===== src/rtl/sram_100_qsys_cpu_oci_dct_pkg.sv =====
// ----------------------------------------------------------------------------
// sram_100_qsys_cpu_oci_dct_pkg
// Shared constants and types for the OCI DCT packer.
//   CODE_W : bits per direct-compression-trace code
//   DEPTH  : codes per full frame
//   BUF_W  : frame buffer width (CODE_W*DEPTH)
//   CNT_W  : width of a code count (holds 0..DEPTH)
//   end_state_e : end-of-test sequencing states RUN -> DRAIN -> DONE
// ----------------------------------------------------------------------------
package sram_100_qsys_cpu_oci_dct_pkg;

    localparam int CODE_W = 2;
    localparam int DEPTH  = 15;
    localparam int BUF_W  = CODE_W * DEPTH;
    localparam int CNT_W  = 4;

    typedef enum logic [1:0] {
        RUN   = 2'd0,
        DRAIN = 2'd1,
        DONE  = 2'd2
    } end_state_e;

endpackage


===== src/rtl/sram_100_qsys_cpu_oci_dct_frame_reg.sv =====
// ----------------------------------------------------------------------------
// sram_100_qsys_cpu_oci_dct_frame_reg
// Single-slot frame register on the output side of the packer.
// Handshake: a frame is transferred on a cycle where o_valid && i_ready.
// o_valid rises on the cycle after i_load and holds until that transfer.
// The caller only asserts i_load when the slot is empty or being drained in
// the same cycle, so a load always overrides the pop (back-to-back frames).
// Ports:
//   clk, reset        : clock, synchronous active-high reset
//   i_load            : capture i_buffer/i_count/i_ovf into the slot
//   i_buffer, i_count : frame contents
//   i_ovf             : frame follows dropped codes
//   i_ready           : downstream accepts the current frame
//   o_valid           : slot holds an unconsumed frame
//   o_buffer, o_count, o_ovf : slot contents
// ----------------------------------------------------------------------------
module sram_100_qsys_cpu_oci_dct_frame_reg
    import sram_100_qsys_cpu_oci_dct_pkg::*;
(
    input  logic             clk,
    input  logic             reset,
    input  logic             i_load,
    input  logic [BUF_W-1:0] i_buffer,
    input  logic [CNT_W-1:0] i_count,
    input  logic             i_ovf,
    input  logic             i_ready,
    output logic             o_valid,
    output logic [BUF_W-1:0] o_buffer,
    output logic [CNT_W-1:0] o_count,
    output logic             o_ovf
);

    logic             r_valid;
    logic [BUF_W-1:0] r_buffer;
    logic [CNT_W-1:0] r_count;
    logic             r_ovf;

    always_ff @(posedge clk) begin
        if (reset) begin
            r_valid  <= 1'b0;
            r_buffer <= '0;
            r_count  <= '0;
            r_ovf    <= 1'b0;
        end else if (i_load) begin
            r_valid  <= 1'b1;
            r_buffer <= i_buffer;
            r_count  <= i_count;
            r_ovf    <= i_ovf;
        end else if (r_valid && i_ready) begin
            r_valid  <= 1'b0;
        end
    end

    assign o_valid  = r_valid;
    assign o_buffer = r_buffer;
    assign o_count  = r_count;
    assign o_ovf    = r_ovf;

endmodule


===== src/rtl/sram_100_qsys_cpu_oci_dct_packer.sv =====
// ----------------------------------------------------------------------------
// sram_100_qsys_cpu_oci_dct_packer
// Packs 2-bit DCT codes into a 30-bit live buffer (newest code in [1:0]) and
// closes frames into a single-slot valid/ready frame register. Also sequences
// the end of test: RUN -> DRAIN (end_req) -> DONE (everything drained).
// Input handshake : a code is taken on a cycle where in_valid && in_ready.
// Output handshake: a frame is taken on a cycle where out_valid && out_ready.
// Optional feature macro: DCT_OVERFLOW_MARK_EN
//   defined   : in_ready stays high in RUN; codes that arrive while stalled are
//               dropped and flagged on out_ovf of the next frame.
//   undefined : stalled codes are backpressured; out_ovf is always 0.
// Ports:
//   clk, reset          : clock, synchronous active-high reset
//   in_valid, in_code   : incoming DCT code
//   in_ready            : code accepted this cycle when in_valid
//   flush               : close a partial frame
//   end_req             : one-cycle end-of-simulation pulse
//   dct_buffer          : live accumulation buffer
//   dct_count           : live number of codes
//   out_valid/out_ready : frame handshake
//   out_buffer          : frame codes, unused MSBs zero
//   out_count           : codes in frame, 1..15
//   out_ovf             : frame follows dropped codes
//   test_ending         : high from end_req until the end
//   test_has_ended      : sticky, final frame drained
// ----------------------------------------------------------------------------
module sram_100_qsys_cpu_oci_dct_packer
    import sram_100_qsys_cpu_oci_dct_pkg::*;
(
    input  logic              clk,
    input  logic              reset,
    input  logic              in_valid,
    input  logic [CODE_W-1:0] in_code,
    output logic              in_ready,
    input  logic              flush,
    input  logic              end_req,
    output logic [BUF_W-1:0]  dct_buffer,
    output logic [CNT_W-1:0]  dct_count,
    output logic              out_valid,
    input  logic              out_ready,
    output logic [BUF_W-1:0]  out_buffer,
    output logic [CNT_W-1:0]  out_count,
    output logic              out_ovf,
    output logic              test_ending,
    output logic              test_has_ended
);

    end_state_e       r_state;
    logic [BUF_W-1:0] r_buf;
    logic [CNT_W-1:0] r_cnt;
    logic             r_close_pend;
    logic             r_test_ending;
    logic             r_test_has_ended;

    logic             w_run;
    logic             w_stall;
    logic             w_can_load;
    logic             w_accept;
    logic [CNT_W-1:0] w_cnt_nxt;
    logic [BUF_W-1:0] w_buf_nxt;
    logic             w_close_evt;
    logic             w_close;
    logic             w_load;
    logic             w_load_ovf;

    assign w_run      = (r_state == RUN);
    // One more code would fill the buffer, but its frame could not be loaded.
    assign w_stall    = (r_cnt == CNT_W'(DEPTH - 1)) && out_valid && !out_ready;
    assign w_can_load = !out_valid || out_ready;

`ifdef DCT_OVERFLOW_MARK_EN
    logic w_drop;
    logic r_ovf;

    assign in_ready   = w_run;
    assign w_accept   = in_valid && w_run && !w_stall;
    assign w_drop     = in_valid && w_run && w_stall;
    assign w_load_ovf = r_ovf;

    // Sticky drop flag; handed to the next loaded frame, then restarted.
    always_ff @(posedge clk) begin
        if (reset) begin
            r_ovf <= 1'b0;
        end else if (w_load) begin
            r_ovf <= w_drop;
        end else if (w_drop) begin
            r_ovf <= 1'b1;
        end
    end
`else
    assign in_ready   = w_run && !w_stall;
    assign w_accept   = in_valid && in_ready;
    assign w_load_ovf = 1'b0;
`endif

    assign w_cnt_nxt = r_cnt + CNT_W'(w_accept);
    assign w_buf_nxt = w_accept ? {r_buf[BUF_W-CODE_W-1:0], in_code} : r_buf;

    // Outside RUN every leftover code must be flushed out, so draining acts
    // as a continuous flush. A close that could not load is remembered so a
    // partial frame still closes once the slot frees.
    assign w_close_evt = flush || (end_req && w_run) || !w_run || r_close_pend;
    assign w_close     = (w_cnt_nxt == CNT_W'(DEPTH)) ||
                         (w_close_evt && (w_cnt_nxt != '0));
    assign w_load      = w_close && w_can_load;

    always_ff @(posedge clk) begin
        if (reset) begin
            r_buf        <= '0;
            r_cnt        <= '0;
            r_close_pend <= 1'b0;
        end else if (w_load) begin
            r_buf        <= '0;
            r_cnt        <= '0;
            r_close_pend <= 1'b0;
        end else begin
            r_buf        <= w_buf_nxt;
            r_cnt        <= w_cnt_nxt;
            r_close_pend <= w_close;
        end
    end

    // End-of-test FSM with registered status outputs.
    always_ff @(posedge clk) begin
        if (reset) begin
            r_state          <= RUN;
            r_test_ending    <= 1'b0;
            r_test_has_ended <= 1'b0;
        end else begin
            case (r_state)
                RUN: begin
                    if (end_req) begin
                        r_state       <= DRAIN;
                        r_test_ending <= 1'b1;
                    end
                end
                DRAIN: begin
                    if ((r_cnt == '0) && !out_valid) begin
                        r_state          <= DONE;
                        r_test_has_ended <= 1'b1;
                    end
                end
                DONE: begin
                    r_state <= DONE;
                end
                default: begin
                    r_state <= RUN;
                end
            endcase
        end
    end

    sram_100_qsys_cpu_oci_dct_frame_reg u_frame_reg (
        .clk      (clk),
        .reset    (reset),
        .i_load   (w_load),
        .i_buffer (w_buf_nxt),
        .i_count  (w_cnt_nxt),
        .i_ovf    (w_load_ovf),
        .i_ready  (out_ready),
        .o_valid  (out_valid),
        .o_buffer (out_buffer),
        .o_count  (out_count),
        .o_ovf    (out_ovf)
    );

    assign dct_buffer     = r_buf;
    assign dct_count      = r_cnt;
    assign test_ending    = r_test_ending;
    assign test_has_ended = r_test_has_ended;

endmodule

===== config.mk =====
export PLATFORM = sky130hd
export DESIGN_NAME = sram_100_qsys_cpu_oci_dct_packer
export DESIGN_NICKNAME = d
export VERILOG_FILES = /design/src/rtl/sram_100_qsys_cpu_oci_dct_pkg.sv /design/src/rtl/sram_100_qsys_cpu_oci_dct_frame_reg.sv /design/src/rtl/sram_100_qsys_cpu_oci_dct_packer.sv
export SDC_FILE = /design/constraint.sdc
export NUM_CORES = 1
export LEC_CHECK = 0
export BUFFER_PORTS_ARGS = -buffer_cell sky130_fd_sc_hd__buf_2
export CORE_MARGIN = 10
export CORE_UTILIZATION = 51
export CTS_BUF_LIST = sky130_fd_sc_hd__clkbuf_4 sky130_fd_sc_hd__clkbuf_8 sky130_fd_sc_hd__clkbuf_16
export CTS_CLUSTER_SIZE = 8
export DETAILED_ROUTE_END_ITERATION = 6
export PLACE_DENSITY = 0.78
export SLEW_MARGIN = 10
export SYNTH_ARGS = -nofsm -noshare
export SYNTH_HDL_FRONTEND = slang
export SYNTH_SLANG_ARGS = --single-unit

===== constraint.sdc =====
create_clock -name clk -period 10 [get_ports clk]
set_input_delay 1.5 -clock clk [delete_from_list [all_inputs] [get_ports clk]]
set_output_delay 1.5 -clock clk [all_outputs]
set_load 0.005 [all_outputs]

==> results.yml, run 1 <==
placed_design:
  hpwlAfterDp_mm: 4.984
  portBuffers: 79
  placed_cells: 414
  postPlaceCellArea_um2: 3233
  gp_congestion: 0.8229
grt:
  grt_start_max_net_pins: 41
  use_met1_pct: 19.51
  grt_use_met3_pct: 7.227
  overflow: 0
  grt_use_total_pct: 16.00
  antenna_found_initial: 0
  grt_pass1_wl_mm: 11.54
  grt_use_met2_pct: 24.72
  grt.busiest_layer: "met2"
  first_global_vias: 2380
final_layout:
  drive_above_1_share_pct: 29.89
  finish.utilization_pct: 62.17
  ff_latch_area_um2: 1481
  multi_input_area_um2: 1226
  final_area_um2: 3423
  antenna_cells: 0
  area_delta_synth_final_pct: 18.60
  finalNetCount: 366
  fill_cells: 483
  fin_cells: 430
setup_path:
  r2r-start: "u_frame_reg.o_valid$_SDFFE_PP0P_"
  critPathLaunchType: "primary input"
  cp.required_ns: 10.18
  critPathMostFrequentCell: "ha_1"
  critPathMaxStageDelay_ns: 0.95
  worst-path-buf-inv: 3
  crit_start: "out_ready"
  crit_path_cell_trace: "buf_2, and2b_1, nand3b_1, o211ai_2, inv_4, ha_1, ha_1, and4bb_2, a211oi_1, o41a_1, buf_4, or3_1, nor2_1"
  crit_family: "simple AND/OR/NAND/NOR gates"
  crit_arrival_ns: 5.52
  crit_type: "primary input to flop"
  r2r_slack_ns: 5.60
  cp_max_fo: 35
  cp-end-kind: "flop"
  cpMaxStageDelayCell: "or3_1"
yosys:
  synth_area_per_cell_um2: 10.24
  synth_nets: 295
  yosysUniqueCellTypes: 34
  synthFlopType: "dfxtp_1"
  yosysSeqAreaShare_pct: 51.32
  synth_area_leader_cell: "dfxtp_1"
  ys_warn_count: 0
  syn_inst: 282
  synth_common_cells: "dfxtp_1, nor2_1, mux2i_1, nor3_1, a211oi_1"
  yosysMostFrequentCell: "dfxtp_1"
  synthArstFlopShare_pct: 0
  ys_seq_elements: 74
  synth_area_leaders: "dfxtp_1, mux2i_1, a211oi_1"
  synth_edf_count: 0
  synth_top_area_share_pct: 51.32
  syn-cell-area_um2: 2887
die:
  die_area_um2: 9069
  die_h_um: 95.23
  fp.dieW_um: 95.23
  row_count: 27
  initial_core_util_pct: 52.42
  ios: 81
  core_area_um2: 5507
sta:
  finalSetupViolations: 0
  period_minus_slack_ns: 5.343
  period_share_pct: 53.43
  hold_violations: 0
  tightest_slew_ns: 1.161
  fmaxAchievable_mhz: 187.2
  tns_ns: 0
  relSlewSlack_pct: 22.57
  slew_violations: 0
  clock_skew_ns: 0.006532
  grt_setup_unrepaired: "false"
clocking:
  cts.sinks: 74
  holdBufCountCts: 0
  clk_pin_slew_ns: 0.07
  cts_resized: 0
  clock-root-buffer: "clkbuf_8"
  cts_setup_buffers: 0
  cts_buffers: 9
  htree_levels: 3
  cts_buffer_depth: 2
  clock_latency_ns: 0.33
  cts_tree: "yes"
outcome:
  outcome: "complete, no violations"
routing:
  viasPerCell: 5.409
  drc: 0
  routedWlPerCell_um: 16.45
  drtAntennaViolNets: 0
  finalWirelength_mm: 7.074
  firstDrtPassIters: 4
  via_count: 2326
  drt_iter0_markers: 154
power:
  p_total_mw: 1.010
  peakVddDrop_mv: 0.1513
  leakage_nw: 1.511
  p_per_area_nw_per_um2: 295.0
worst_hold_path:
  hp-start: "test_ending$_SDFFE_PP0P_"
  hold_class: "flop to flop"
run:
  drv_cap: 0
-- worst paths after layout --
path	to	cells past startpoint
max	r_close_pend$_SDFF_PP0_	13
min reg2reg	test_ending$_SDFFE_PP0P_	2
min	test_ending$_SDFFE_PP0P_	2
max reg2reg	r_close_pend$_SDFF_PP0_	12
-- tightest hold or removal path: stages (launching register included) --
cell and delay (ns):
dfxtp_1 0.33, a21oi_1 0.04, nor2_1 0.07
-- kinds of logic after synthesis --
family                   after synthesis  share of synthesized area [%]
AND/OR/NAND/NOR                       90                          15.17
flip-flops                            74                          51.32
AO/OA/AOI/OAI                         51                          13.31
multiplexers                          32                          11.10
buffers and inverters                 27                          6.199
adder cells (fa/ha/maj)                5                          2.167
XOR/XNOR                               2                         0.6070
other                                  1                         0.1299
-- cell usage in the layout, fill, tap and decap left out, types with 5 or more instances in the layout --
cell type  synthesis  routed
nor3_1            31      31
dfxtp_1           74      74
clkbuf_8           0      12
a21oi_1            7       7
inv_1              5       5
buf_2              6      79
a211oi_1          30      30
nor2_1            45      45
mux2i_1           32      32
ha_1               5       5
-- routing by layer --
layer	vias up	routed length [µm]
met2	67	3277
met3	7	552
li1	1154	-
met4	0	74
met5	-	0
met1	1098	3169
-- where the power goes --
part	switching, mW	internal (mW)
combinational	0.246	0.168
sequential	0.0291	0.350
clock	0.101	0.115
total	0.376	0.634
-- final cells by class --
type | instances | area share, %
clock buffer | 14 | 5.263
clock inverter | 2 | 0.2924
timing repair buffer | 81 | 11.99
tap | 72 | 2.632
sequential | 74 | 43.27
multi-input combinational | 181 | 35.82
inverter | 6 | 0.7310
-- per-stage QoR --
stage,hold WS [ns],worst slack [ns]
finish,0.4705,4.657
global route,0.4992,4.239
global placement,0.4442,4.511
detailed placement,0.4605,4.318
floorplan,0.4600,5.512
CTS,0.4733,4.663
-- registers in the layout (all words and copies together), names as in the netlist --
signal and flops:
u_frame_reg.o_valid 1, test_has_ended 1, dct_buffer 30, dct_count 4, test_ending 1, u_frame_reg.o_buffer 30, r_close_pend 1, u_frame_reg.o_count 4
r_state 2
Power figures use the tool's default switching activity.
==> inputs of run 2 (changes only) <==
Settings changed: ABC_AREA from default to 1, PLACE_DENSITY 0.78 to 0.77.
Clock period 10 ns to 5.4 ns, I/O delays scaled along.
==> results.yml, run 2 <==
power:
  p_total_mw: 1.977
  clkPwrFrac_pct: 25.1
  switching_share_pct: 39.85
  peakVddDrop_mv: 0.2520
  seqPwrFrac_pct: 34.7
  combPwrFrac_pct: 40.2
  power.internal_mw: 1.189
  leakage_nw: 2.111
  switchingPower_mw: 0.7880
  p_per_area_nw_per_um2: 509.3
setup_path:
  crit_type: "primary input to flop"
  cp_max_fo: 61
  critPathLaunchType: "primary input"
  crit_arrival_ns: 4.23
  r2r-start: "dct_count[1]$_SDFF_PP0_"
  worstRegToRegCells: 17
  cp-end-kind: "flop"
  reg2reg_to: "dct_count[2]$_SDFF_PP0_"
  cp.required_ns: 5.67
  r2r_slack_ns: 1.56
clocking:
  htree_levels: 3
  cts_setup_buffers: 0
  clock-root-buffer: "clkbuf_8"
  clk_pin_slew_ns: 0.07
  cts_resized: 0
  cts.sinks: 74
  cts_buffer_depth: 2
  cts_buffers: 9
  cts_tree: "yes"
  clock_latency_ns: 0.35
  holdBufCountCts: 0
die:
  row_count: 29
  ios: 81
  die_h_um: 100.5
  initial_core_util_pct: 52.38
  core_area_um2: 6314
  die_area_um2: 10110
  fp.dieW_um: 100.5
worst_hold_path:
  worstHoldEndpoint: "test_ending$_SDFFE_PP0P_"
  hold_class: "flop to flop"
  holdPathStages: 2
  hp-start: "test_ending$_SDFFE_PP0P_"
yosys:
  synth_area_leaders: "dfxtp_1, nand2_1, nor2_1"
  synth_edf_count: 0
  ys_warn_count: 0
  yosysMostFrequentCell: "nand2_1"
  synth_nets: 472
  synthArstFlopShare_pct: 0
  synth_area_leader_cell: "dfxtp_1"
  syn_inst: 459
  synth_area_per_cell_um2: 7.205
  synth_common_cells: "nand2_1, dfxtp_1, nor2_1, inv_1, nand4_1"
  synthFlopType: "dfxtp_1"
  yosysSeqAreaShare_pct: 44.80
  syn-cell-area_um2: 3307
  ys_seq_elements: 74
  yosysUniqueCellTypes: 21
  synth_top_area_share_pct: 44.80
grt:
  grt_use_met2_pct: 23.64
  grt_use_total_pct: 15.60
  grt_pass1_wl_mm: 13.11
  first_global_vias: 2892
  grt_start_max_net_pins: 62
  overflow: 0
  antenna_found_initial: 0
  grt_use_met3_pct: 6.859
  use_met1_pct: 18.94
  grt.busiest_layer: "met2"
placed_design:
  hpwlAfterDp_mm: 5.308
  portBuffers: 79
  placed_cells: 590
  gp_congestion: 0.8361
final_layout:
  antenna_cells: 0
  finalNetCount: 537
  final_common_cell: "nand2_1"
  drive_above_1_share_pct: 25.33
  fin_cells: 606
  final_cell_mix: "nand2_1, buf_2, dfxtp_1"
  area_delta_synth_final_pct: 17.40
sta:
  clock_skew_ns: 0.009690
  fmaxAchievable_mhz: 252.3
  grt_setup_unrepaired: "false"
  relSlewSlack_pct: 56.56
  period_share_pct: 73.40
  tightest_slew_ns: 0.6509
  slew_violations: 0
  finalSetupViolations: 0
  period_minus_slack_ns: 3.964
  tns_ns: 0
  hold_violations: 0
routing:
  drtAntennaViolNets: 0
  via_count: 3050
  drt_iter0_markers: 174
  firstDrtPassIters: 4
  drc: 0
  viasPerCell: 5.033
  finalWirelength_mm: 7.701
  routedWlPerCell_um: 12.71
outcome:
  outcome: "complete, no violations"
run:
  drv_cap: 0
[run 2: cell types whose count changed after synthesis, moves of 8 or more]
cell / delta
nand4_1: +31
inv_1: +44
nor3_1: -31
nand2_1: +136
a211oi_1: -30
mux2i_1: -32
a21oi_2: +26
nor2_1: +27
nand3_1: +8
[run 2: per-layer routing]
| metal | part of all wire, % | up-vias | routed length (µm) |
|---|---|---|---|
| met2 | 45 | 100 | 3456 |
| met4 | 1.2 | 0 | 89 |
| li1 | - | 1564 | - |
| met1 | 43 | 1380 | 3325 |
| met3 | 11 | 6 | 829 |
| met5 | 0 | - | 0 |
[run 2: power groups by stage]
| stage | clock, mW | sequential (mW) | combinational, mW |
|---|---|---|---|
| after floorplan | 0 | 0.708 | 0.658 |
| after global placement | 0 | 0.696 | 0.783 |
| after detailed placement | 0 | 0.700 | 0.800 |
| after CTS | 0.510 | 0.688 | 0.806 |
| after global routing | 0.533 | 0.698 | 0.934 |
| final | 0.495 | 0.687 | 0.795 |
[run 2: worst max-delay path by stage]
| stage | startpoint | endpoint | slack (ns) | cells after the start |
|---|---|---|---|---|
| final | out_ready | dct_count[2]$_SDFF_PP0_ | 1.44 | 17 |
| after global routing | in_valid | dct_count[2]$_SDFF_PP0_ | 1.03 | 14 |
| after CTS | out_ready | dct_count[2]$_SDFF_PP0_ | 1.46 | 17 |
| after detailed placement | out_ready | dct_count[2]$_SDFF_PP0_ | 1.09 | 17 |
| after global placement | out_ready | dct_count[3]$_SDFF_PP0_ | 1.19 | 17 |
| after floorplan | out_ready | u_frame_reg.o_buffer[0]$_SDFFE_PP0P_ | 2.70 | 18 |
[run 2: critical path, stage by stage]
cell,delay [ns]
buf_2,0.09
nor2_2,0.06
nand3_1,0.08
buf_4,0.31
nand3_2,0.58
inv_1,0.19
ha_1,0.21
ha_1,0.25
nand2_1,0.07
inv_1,0.04
nand3_1,0.07
nand2_1,0.05
nand2_1,0.06
nand2_2,0.14
nand2_4,0.49
nand2_4,0.46
nor2_1,0.25
[run 2: area by class of cell]
| type | count | area [µm²] |
|---|---|---|
| fill | 609 | 2431 |
| tap | 77 | 96.34 |
| timing repair buffer | 82 | 417.9 |
| sequential | 74 | 1481 |
| clock inverter | 4 | 73.82 |
| inverter | 52 | 195.2 |
| clock buffer | 12 | 158.9 |
| multi-input combinational | 305 | 1459 |
[run 2: cells by family after synthesis]
group           after synthesis  synth area share, %
fa+ha+maj                     5                1.892
simple gates                258                32.96
other cells                   1               0.1134
compound gates               41                9.156
flops                        74                44.80
buf+inv                      80                11.09
[run 2: per-stage QoR]
step                      hold WS [ns]  instance area [µm²]  utilization (%)  setup slack, ns
after detailed placement        0.4494                 3650            57.81            1.093
after CTS                       0.4680                 3882            61.49            1.459
after global routing            0.5101                 3882            61.49            1.033
final                           0.4652                 3882            61.49            1.436
after floorplan                 0.4604                 3307                -            2.700
after global placement          0.4453                 3650            57.81            1.189
